## config.mk

```make
export PLATFORM = sky130hd
export DESIGN_NAME = signal_switch_ctrl_flat
export DESIGN_NICKNAME = d
export VERILOG_FILES = /design/src/rtl/signal_switch_ctrl_pkg.sv /design/src/rtl/signal_switch_ctrl_if.sv /design/src/rtl/signal_switch_ctrl_sw_tick_counter.sv /design/src/rtl/signal_switch_ctrl.sv /design/src/flat_wrapper.sv
export SDC_FILE = /design/constraint.sdc
export NUM_CORES = 1
export LEC_CHECK = 0
export BUFFER_PORTS_ARGS = -buffer_cell sky130_fd_sc_hd__buf_2
export CAP_MARGIN = 5
export CORE_MARGIN = 8
export CORE_UTILIZATION = 56
export CTS_CLUSTER_SIZE = 8
export DETAILED_ROUTE_END_ITERATION = 10
export PLACE_DENSITY = 0.78
export SYNTH_ARGS = -nofsm -noshare
export SYNTH_HDL_FRONTEND = slang
export SYNTH_SLANG_ARGS = --single-unit
```

## constraint.sdc

```tcl
create_clock -name clk_i -period 1.9 [get_ports clk_i]
set_clock_uncertainty 0.15 [all_clocks]
set_input_delay 0.57 -clock clk_i [delete_from_list [all_inputs] [get_ports clk_i]]
set_output_delay 0.57 -clock clk_i [all_outputs]
set_load 0.02 [all_outputs]
```

## src/rtl/signal_switch_ctrl_pkg.sv

```systemverilog
// Shared types and default parameters for the signal switch control stage.
package signal_switch_pkg;

  typedef enum logic [1:0] {
    ST_IDLE,
    ST_DEBOUNCE,
    ST_BLANK,
    ST_SETTLE
  } state_e;

  localparam int DEF_DEBOUNCE_CYCLES = 4;
  localparam int DEF_DEAD_CYCLES     = 2;
  localparam int DEF_CNT_W           = 8;

  // Bits needed to hold values 0..max_val (at least one bit).
  function automatic int cnt_width(input int max_val);
    return (max_val < 2) ? 1 : $clog2(max_val + 1);
  endfunction

endpackage

```

## src/rtl/signal_switch_ctrl_if.sv

```systemverilog
// Request/status bundle between the switch controller and its client.
interface signal_switch_ctrl_if
  import signal_switch_pkg::*;
#(
  parameter int CNT_W = DEF_CNT_W
);

  logic             req_sel;
  logic             force_a;
  logic             sel;
  logic             out_en;
  logic             busy;
  logic             sw_done;
  logic [CNT_W-1:0] sw_count;

  modport master (
    output req_sel, force_a,
    input  sel, out_en, busy, sw_done, sw_count
  );

  modport slave (
    input  req_sel, force_a,
    output sel, out_en, busy, sw_done, sw_count
  );

endinterface

```

## src/rtl/signal_switch_ctrl_sw_tick_counter.sv

```systemverilog
// Loadable down-counter with a zero flag; used for debounce and dead-time.
module sw_tick_counter #(
  parameter int W = 4
) (
  input  logic         clk_i,
  input  logic         rst_i,
  input  logic         load_i,
  input  logic [W-1:0] load_val_i,
  input  logic         dec_i,
  output logic         zero_o
);

  logic [W-1:0] cnt_q, cnt_d;

  // Load has priority over decrement; the count saturates at zero.
  always_comb begin
    // NOTE: assigning a default first keeps every path driven, so no latch is inferred.
    cnt_d = cnt_q;
    if (load_i) begin
      cnt_d = load_val_i;
    end else if (dec_i && (cnt_q != '0)) begin
      cnt_d = cnt_q - W'(1);
    end
  end

  // Count register with synchronous reset.
  always_ff @(posedge clk_i) begin
    // NOTE: non-blocking assignments let every register sample the pre-edge values.
    if (rst_i) cnt_q <= '0;
    else       cnt_q <= cnt_d;
  end

  assign zero_o = (cnt_q == '0);

endmodule

```

## src/rtl/signal_switch_ctrl.sv

```systemverilog
// Debounced, break-before-make select control for a 2:1 signal mux.
module signal_switch_ctrl
  import signal_switch_pkg::*;
#(
  parameter int DEBOUNCE_CYCLES = DEF_DEBOUNCE_CYCLES,
  parameter int DEAD_CYCLES     = DEF_DEAD_CYCLES,
  parameter int CNT_W           = DEF_CNT_W
) (
  input  logic                clk_i,
  input  logic                rst_i,
  signal_switch_ctrl_if.slave bus
);

  // The IDLE->DEBOUNCE edge already counts as the first sample, and the
  // completing edge sees zero, so the debounce counter is loaded with N-2.
  localparam int DB_W      = cnt_width(DEBOUNCE_CYCLES);
  localparam int DT_W      = cnt_width(DEAD_CYCLES);
  localparam int DB_LOAD   = (DEBOUNCE_CYCLES > 1) ? DEBOUNCE_CYCLES - 2 : 0;
  localparam int DEAD_LOAD = DEAD_CYCLES - 1;

  state_e           state_q, state_d;
  logic             sel_q, sel_d;
  logic             pend_q, pend_d;
  logic             real_q, real_d;
  logic             out_en_q, out_en_d;
  logic             busy_q, busy_d;
  logic             done_q, done_d;
  logic [CNT_W-1:0] count_q, count_d;

  logic db_load, db_dec, db_zero;
  logic dt_load, dt_dec, dt_zero;
  logic target;

  assign target = bus.force_a ? 1'b0 : bus.req_sel;

  sw_tick_counter #(.W(DB_W)) u_db_cnt (
    .clk_i      (clk_i),
    .rst_i      (rst_i),
    .load_i     (db_load),
    .load_val_i (DB_W'(DB_LOAD)),
    .dec_i      (db_dec),
    .zero_o     (db_zero)
  );

  sw_tick_counter #(.W(DT_W)) u_dead_cnt (
    .clk_i      (clk_i),
    .rst_i      (rst_i),
    .load_i     (dt_load),
    .load_val_i (DT_W'(DEAD_LOAD)),
    .dec_i      (dt_dec),
    .zero_o     (dt_zero)
  );

  // Next-state and next-output decode.
  always_comb begin
    state_d = state_q;
    sel_d   = sel_q;
    pend_d  = pend_q;
    real_d  = real_q;
    done_d  = 1'b0;
    count_d = count_q;
    db_load = 1'b0;
    db_dec  = 1'b0;
    dt_load = 1'b0;
    dt_dec  = 1'b0;

    case (state_q)
      ST_IDLE: begin
        if (bus.force_a && sel_q) begin
          state_d = ST_BLANK;
          pend_d  = 1'b0;
          dt_load = 1'b1;
        end else if (target != sel_q) begin
          if (DEBOUNCE_CYCLES == 1) begin
            state_d = ST_BLANK;
            pend_d  = target;
            dt_load = 1'b1;
          end else begin
            state_d = ST_DEBOUNCE;
            db_load = 1'b1;
          end
        end
      end

      ST_DEBOUNCE: begin
        if (target == sel_q) begin
          state_d = ST_IDLE;
        end else if (bus.force_a && sel_q) begin
          state_d = ST_BLANK;
          pend_d  = 1'b0;
          dt_load = 1'b1;
        end else if (db_zero) begin
          state_d = ST_BLANK;
          pend_d  = target;
          dt_load = 1'b1;
        end else begin
          db_dec = 1'b1;
        end
      end

      ST_BLANK: begin
        // A force on the exit edge still wins, so it is applied first.
        if (bus.force_a) pend_d = 1'b0;
        if (dt_zero) begin
          sel_d   = pend_d;
          real_d  = (pend_d != sel_q);
          state_d = ST_SETTLE;
          dt_load = 1'b1;
        end else begin
          dt_dec = 1'b1;
        end
      end

      ST_SETTLE: begin
        if (dt_zero) begin
          state_d = ST_IDLE;
          if (real_q) begin
            done_d  = 1'b1;
            count_d = count_q + CNT_W'(1);
          end
        end else begin
          dt_dec = 1'b1;
        end
      end

      default: state_d = ST_IDLE;
    endcase

    out_en_d = (state_d == ST_IDLE) || (state_d == ST_DEBOUNCE);
    busy_d   = (state_d != ST_IDLE);
  end

  // State and registered outputs; reset returns the mux to IN_A immediately.
  always_ff @(posedge clk_i) begin
    if (rst_i) begin
      state_q  <= ST_IDLE;
      sel_q    <= 1'b0;
      pend_q   <= 1'b0;
      real_q   <= 1'b0;
      out_en_q <= 1'b1;
      busy_q   <= 1'b0;
      done_q   <= 1'b0;
      count_q  <= '0;
    end else begin
      state_q  <= state_d;
      sel_q    <= sel_d;
      pend_q   <= pend_d;
      real_q   <= real_d;
      out_en_q <= out_en_d;
      busy_q   <= busy_d;
      done_q   <= done_d;
      count_q  <= count_d;
    end
  end

  assign bus.sel      = sel_q;
  assign bus.out_en   = out_en_q;
  assign bus.busy     = busy_q;
  assign bus.sw_done  = done_q;
  assign bus.sw_count = count_q;

endmodule

```

## src/flat_wrapper.sv

```systemverilog
// flat-port wrapper written by rule: the top's interface ports become plain ports
module signal_switch_ctrl_flat import signal_switch_pkg::*;
#(
  parameter int DEBOUNCE_CYCLES = DEF_DEBOUNCE_CYCLES,
  parameter int DEAD_CYCLES     = DEF_DEAD_CYCLES,
  parameter int CNT_W           = DEF_CNT_W
)
  (clk_i, rst_i, bus_req_sel, bus_force_a, bus_sel, bus_out_en, bus_busy, bus_sw_done, bus_sw_count);
  signal_switch_ctrl_if #(.CNT_W(CNT_W)) bus_i ();
  input  logic clk_i;
  input  logic rst_i;
  input wire logic [$bits(bus_i.req_sel)-1:0] bus_req_sel;
  input wire logic [$bits(bus_i.force_a)-1:0] bus_force_a;
  output wire logic [$bits(bus_i.sel)-1:0] bus_sel;
  output wire logic [$bits(bus_i.out_en)-1:0] bus_out_en;
  output wire logic [$bits(bus_i.busy)-1:0] bus_busy;
  output wire logic [$bits(bus_i.sw_done)-1:0] bus_sw_done;
  output wire logic [$bits(bus_i.sw_count)-1:0] bus_sw_count;
  assign bus_i.req_sel = bus_req_sel;
  assign bus_i.force_a = bus_force_a;
  assign bus_sel = bus_i.sel;
  assign bus_out_en = bus_i.out_en;
  assign bus_busy = bus_i.busy;
  assign bus_sw_done = bus_i.sw_done;
  assign bus_sw_count = bus_i.sw_count;
  signal_switch_ctrl #(.DEBOUNCE_CYCLES(DEBOUNCE_CYCLES), .DEAD_CYCLES(DEAD_CYCLES), .CNT_W(CNT_W)) u_core (.clk_i(clk_i), .rst_i(rst_i), .bus(bus_i));
endmodule
```

# After elaboration in Yosys (flattened, before gate mapping)
# Index checks and enable logic that the tools add are counted.
# word_totals
output_inout_bits	12
regBits	21
word_cells	84
in_bits	4
# classes
eq_ne	10
reduce_logical	21
add_sub_neg	3
muxes	36
bitwise	2
# op_table
cell	n
2-to-1 mux 1 bit	24
2-to-1 mux 2 bit	9
adder 8 x 1 -> 8 bit (second input constant)	1
case mux 2 bit (4 select lines)	1
nonzero test 2 bit	4
zero test 2 bit	3
case mux 1 bit (3 select lines)	2
nonzero test 3 bit	2
OR reduction 2 bit	3
equality test 2 x 1 -> 1 bit (second input constant)	2
equality test 2 bit (second input constant)	2
AND reduction 4 bit	1
logical AND 1 bit	3
zero test 3 bit	1
!= test 3 x 1 -> 1 bit (second input constant)	1
AND reduction 3 bit	1
OR reduction 3 bit	1
subtractor 3 x 1 -> 3 bit (second input constant)	1
!= test 1 bit	2
!= test 2 x 1 -> 1 bit (second input constant)	1
!= test 2 bit (second input constant)	1
inverter 1 bit	2
AND reduction 2 bit	1
subtractor 2 x 1 -> 2 bit (second input constant)	1
other kinds (2)	2

# Depth between registers and ports, before layout
# depth
ltp_word	8
depth_mapped	7
depth_no_buf	6

# Hierarchy
# A second synthesis with hierarchy kept.
# unflattened
hier_cells	151
area_unflattened_um2	1257.5
# modules_own_cells
module	n_inst	area_per_inst_um2	cells_each	seq_area_each_um2
signal_switch_ctrl	1	948.4	116	320.3
sw_tick_counter (u_core.u_db_cnt)	1	182.7	21	60.1
sw_tick_counter (u_core.u_dead_cnt)	1	126.4	14	40.0

# Worst setup path before layout
# Ideal clock, no wire load.
# synth_path
path_type	input port to flip-flop
from	input port bus_force_a
to	register u_core.busy_q, in the netlist u_core.bus.busy
setup_time_ns	0.120
slack_ns	0.187
t_arrival_ns	1.444
t_required_ns	1.630
path_buffers	1
stages	5
cell_sequence	buf_2 -> nand2b_1 -> a21oi_1 -> o211a_1 -> a211o_1
# synth_between
elab_chain_len	6
word_cells_on_any_way	10
cone_classes	eq/ne: 2; mux: 6; reduce/logical: 2
# synth_rtl
element	line_no	source
start: declaration	flat_wrapper.sv:13	input wire logic [$bits(bus_i.force_a)-1:0] bus_force_a;
2-to-1 mux 1 bit	signal_switch_ctrl.sv:34	assign target = bus.force_a ? 1'b0 : bus.req_sel;
!= test 1 bit	signal_switch_ctrl.sv:73	end else if (target != sel_q) begin
2-to-1 mux 2 bit	signal_switch_ctrl.sv:73	
2-to-1 mux 2 bit	signal_switch_ctrl.sv:69	if (bus.force_a && sel_q) begin
case mux 2 bit (4 select lines) (*)	signal_switch_ctrl.sv:67	case (state_q)
nonzero test 2 bit (*)	signal_switch_ctrl.sv:130	busy_d = (state_d != ST_IDLE);
end signal: assignment	signal_switch_ctrl.sv:150	busy_q <= busy_d;
end: declaration	signal_switch_ctrl.sv:26	logic busy_q, busy_d;
# Mark *: on every way between the ends. The rest lies on a longest branch, timed or not.
# A chain may end at the register's enable or synchronous reset.

# Worst setup path in the final report
# layout_path
from	register u_core.state_q[0]
to	register u_core.busy_q, in the netlist u_core.bus.busy
# layout_between
elab_chain_len	5
word_cells_on_any_way	13
cone_classes	eq/ne: 3; mux: 8; reduce/logical: 2
# layout_rtl
element	line_no	source
start: declaration	signal_switch_ctrl.sv:21	state_e state_q, state_d;
start signal: assignment	signal_switch_ctrl.sv:145	state_q <= state_d;
2-to-1 mux 2 bit	signal_switch_ctrl.sv:92	end else if (db_zero) begin
2-to-1 mux 2 bit	signal_switch_ctrl.sv:88	end else if (bus.force_a && sel_q) begin
2-to-1 mux 2 bit	signal_switch_ctrl.sv:86	if (target == sel_q) begin
case mux 2 bit (4 select lines) (*)	signal_switch_ctrl.sv:67	
nonzero test 2 bit (*)	signal_switch_ctrl.sv:130	
# Marks and branches as above.

==> run metrics <==
outcome=finished clean; worst hold slack=333.9 ps; Max-slew headroom=73.17%; Post-synth ARST share=0%; WP data required=1950 ps; DIE AREA=3913 sq um; P_leak=0.5740 nW; ys flop type=dfxtp_1; Synth warnings=0; CP startpoint kind=flop; GPL Wtd Cong=0.9702; Iter 0 DRT Violations=29; initial antenna violation count=0; initial core utilization=57.06%; endpoints failing hold=0; fillers=190; CTS Buffer Depth=2; Logic pwr share=23.0%; Post-CTS Setup Bufs=0; H-tree Lvls=1; core area=2127 sq um; layout cells sized above 1=22.30%; Clock Power Share=23.6%; register area share after synthesis=34.64%; top cells by area, synth=dfxtp_1 35%, ha_1 9.3%, xnor2_1 4.3%, xor2_1 3.6%, mux2i_1 3.3%; Reg clk slew, reported paths=110 ps; sequential fraction of design power=53.4%; commonest cells in the netlist=21 x dfxtp_1, 9 x ha_1, 9 x nor2_1, 8 x inv_1, 8 x nand2_1; drt wl/cell=13.97 um; via count=969; CTS Root Buffer Type=clkbuf_4; r2r setup slk=60 ps; Max-cap violations=0; internal power=0.6244 mW; Avg Cell Area, Syn=9.265 sq um; dpl hpwl=1.904 mm; Worst Setup End Kind=flop; Inserted Clock Buffers=3; ANT cells=0; Boundary Pins=16; setup TNS=0 ps; post-layout net count=162; buffers added on ports=15; final number of setup-violating endpoints=0; Synth area leader=dfxtp_1; Layout area overhead=11.34%; fin crit period=1838 ps; area share of the largest cell type after synthesis=34.64%; Critical Path Fanout Max=7; Layout Cells excl Fill=176; die height=62.56 um; hold_buf cts=0; final core utilization=63.53%; sw power=0.2672 mW; Placed Cells incl. Taps=172; syn_nets=144; Sw Share=29.97%; via/cell ratio=5.506; actual slew at the worst max-slew pin=399.1 ps; FF+latch count, synth=21; CTS tree=done; unrepaired setup endpoints after global routing=no; vias in the first global route=980; fmax=544.1 MHz; die width=62.56 um; peak supply drop=0.0003978 V; drt drc=0; Setup CP Type=flop to flop; first-pass GRT wire length=4.291 mm; TritonRoute pass-1 iters=4; Netlist cell types=42; pwr/cell area=659.8 nW/um^2; DRT antenna net count=0; Tot GR Track Use=13.11%; Clock Latency Late Sink=300 ps; Pins Over Slew Limit=0; largest net degree at the start of global routing=13; Gate Count Post-Synth=131; GRT overflow=0; Tcrit/Tclk final=96.73%; Mapped Area=1214 sq um; HP Class=flop to flop; WL final=2.459 mm; # resized after CTS=0; row cnt=17; clk sinks=21; most frequent cell after synthesis=dfxtp_1; CP arrival=1890 ps; Post-synth EDFFs=0
==> path summary, 6_finish.rpt <==
path / start / to / depth (start not counted)
hold / removal: u_core.pend_q / u_core.pend_q / 2
setup / recovery: u_core.state_q[0] / u_core.bus.busy / 5
setup reg to reg: u_core.state_q[0] / u_core.bus.busy / 5
hold reg to reg: u_core.pend_q / u_core.pend_q / 2
==> cell type report <==
| cell class | count | area (sq um) | area share (%) |
|---|---|---|---|
| clock buffer | 3 | 22.52 | 1.667 |
| sequential | 21 | 421.7 | 31.20 |
| tap | 28 | 35.03 | 2.593 |
| clock inverter | 1 | 5.005 | 0.3704 |
| inverter | 8 | 30.03 | 2.222 |
| timing repair buffer | 18 | 97.59 | 7.222 |
| multi-input combinational | 97 | 739.5 | 54.72 |
==> per-stage QoR <==
| stage | instance area [sq um] | power (mW) | setup slack, ps |
|---|---|---|---|
| after floorplan | 1214 | 0.6339 | 186.8 |
| after detailed placement | 1319 | 0.6879 | 44.58 |
| after CTS | 1346 | 0.8972 | 82.79 |
| final | 1351 | 0.8916 | 62.04 |
| after global routing | 1351 | 0.9382 | 10.02 |
| after global placement | 1319 | 0.6777 | 81.44 |
==> state kept, by name (all words and copies together) (netlist names) <==
name / flops
u_core.bus.out_en: 1
u_core.bus.sw_done: 1
u_core.bus.sel: 1
u_core.state_q: 2
u_core.bus.sw_count: 8
u_core.u_dead_cnt.cnt_q: 2
u_core.u_db_cnt.cnt_q: 3
u_core.real_q: 1
u_core.pend_q: 1
u_core.bus.busy: 1
==> placed cells by master (no fill, tap or decap), types with 2 or more instances in the layout <==
master | Yosys | routed
dfxtp_1 | 21 | 20
buf_2 | 1 | 15
nor2_1 | 9 | 9
ha_1 | 9 | 9
inv_1 | 8 | 8
nand2_1 | 8 | 8
a21oi_1 | 7 | 7
xnor2_1 | 6 | 6
xor2_1 | 5 | 5
nand2b_1 | 4 | 4
nand4_1 | 4 | 4
mux2i_1 | 4 | 4
nor3_1 | 3 | 3
nor3_2 | 3 | 3
nor2b_1 | 3 | 3
a211oi_1 | 3 | 3
clkbuf_4 | 0 | 3
buf_4 | 0 | 3
nand3_1 | 2 | 2
nor3b_2 | 2 | 2
and3_1 | 2 | 2
o31a_1 | 2 | 2
and2_1 | 2 | 2
==> per-layer routing <==
metal	part of all wire (%)	up-vias	GRT usage, %
met5	0	-	0
met4	2.2	0	6.553
met3	2.4	6	2.867
met2	50	18	22.64
met1	46	455	14.76
li1	-	490	-
==> power groups by stage <==
stage / sequential (mW) / combinational [mW] / clock [mW]
6_report: 0.476 / 0.205 / 0.211
5_1_grt: 0.480 / 0.225 / 0.233
4_1_cts: 0.476 / 0.203 / 0.218
3_5_place_dp: 0.486 / 0.202 / 0
3_3_place_gp: 0.485 / 0.193 / 0
2_1_floorplan: 0.492 / 0.142 / 0
==> cells by family (layout without fill, tap and decap cells) <==
group / Yosys count / after routing / synth area share, %
buffers and inverters: 13 / 30 / 4.742
flip-flops: 21 / 21 / 34.64
adder cells (fa/ha/maj): 9 / 9 / 9.279
AND/OR/NAND/NOR: 49 / 49 / 24.64
AO/OA/AOI/OAI: 23 / 23 / 14.12
XOR/XNOR: 12 / 12 / 9.279
multiplexers: 4 / 4 / 3.299
==> critical path, stage by stage (launching register included) <==
cell,delay (ps)
dfxtp_1,370
ha_1,310
nor2b_1,180
a211oi_1,260
o31ai_1,160
a211o_1,310
Power figures use the tool's default switching activity.
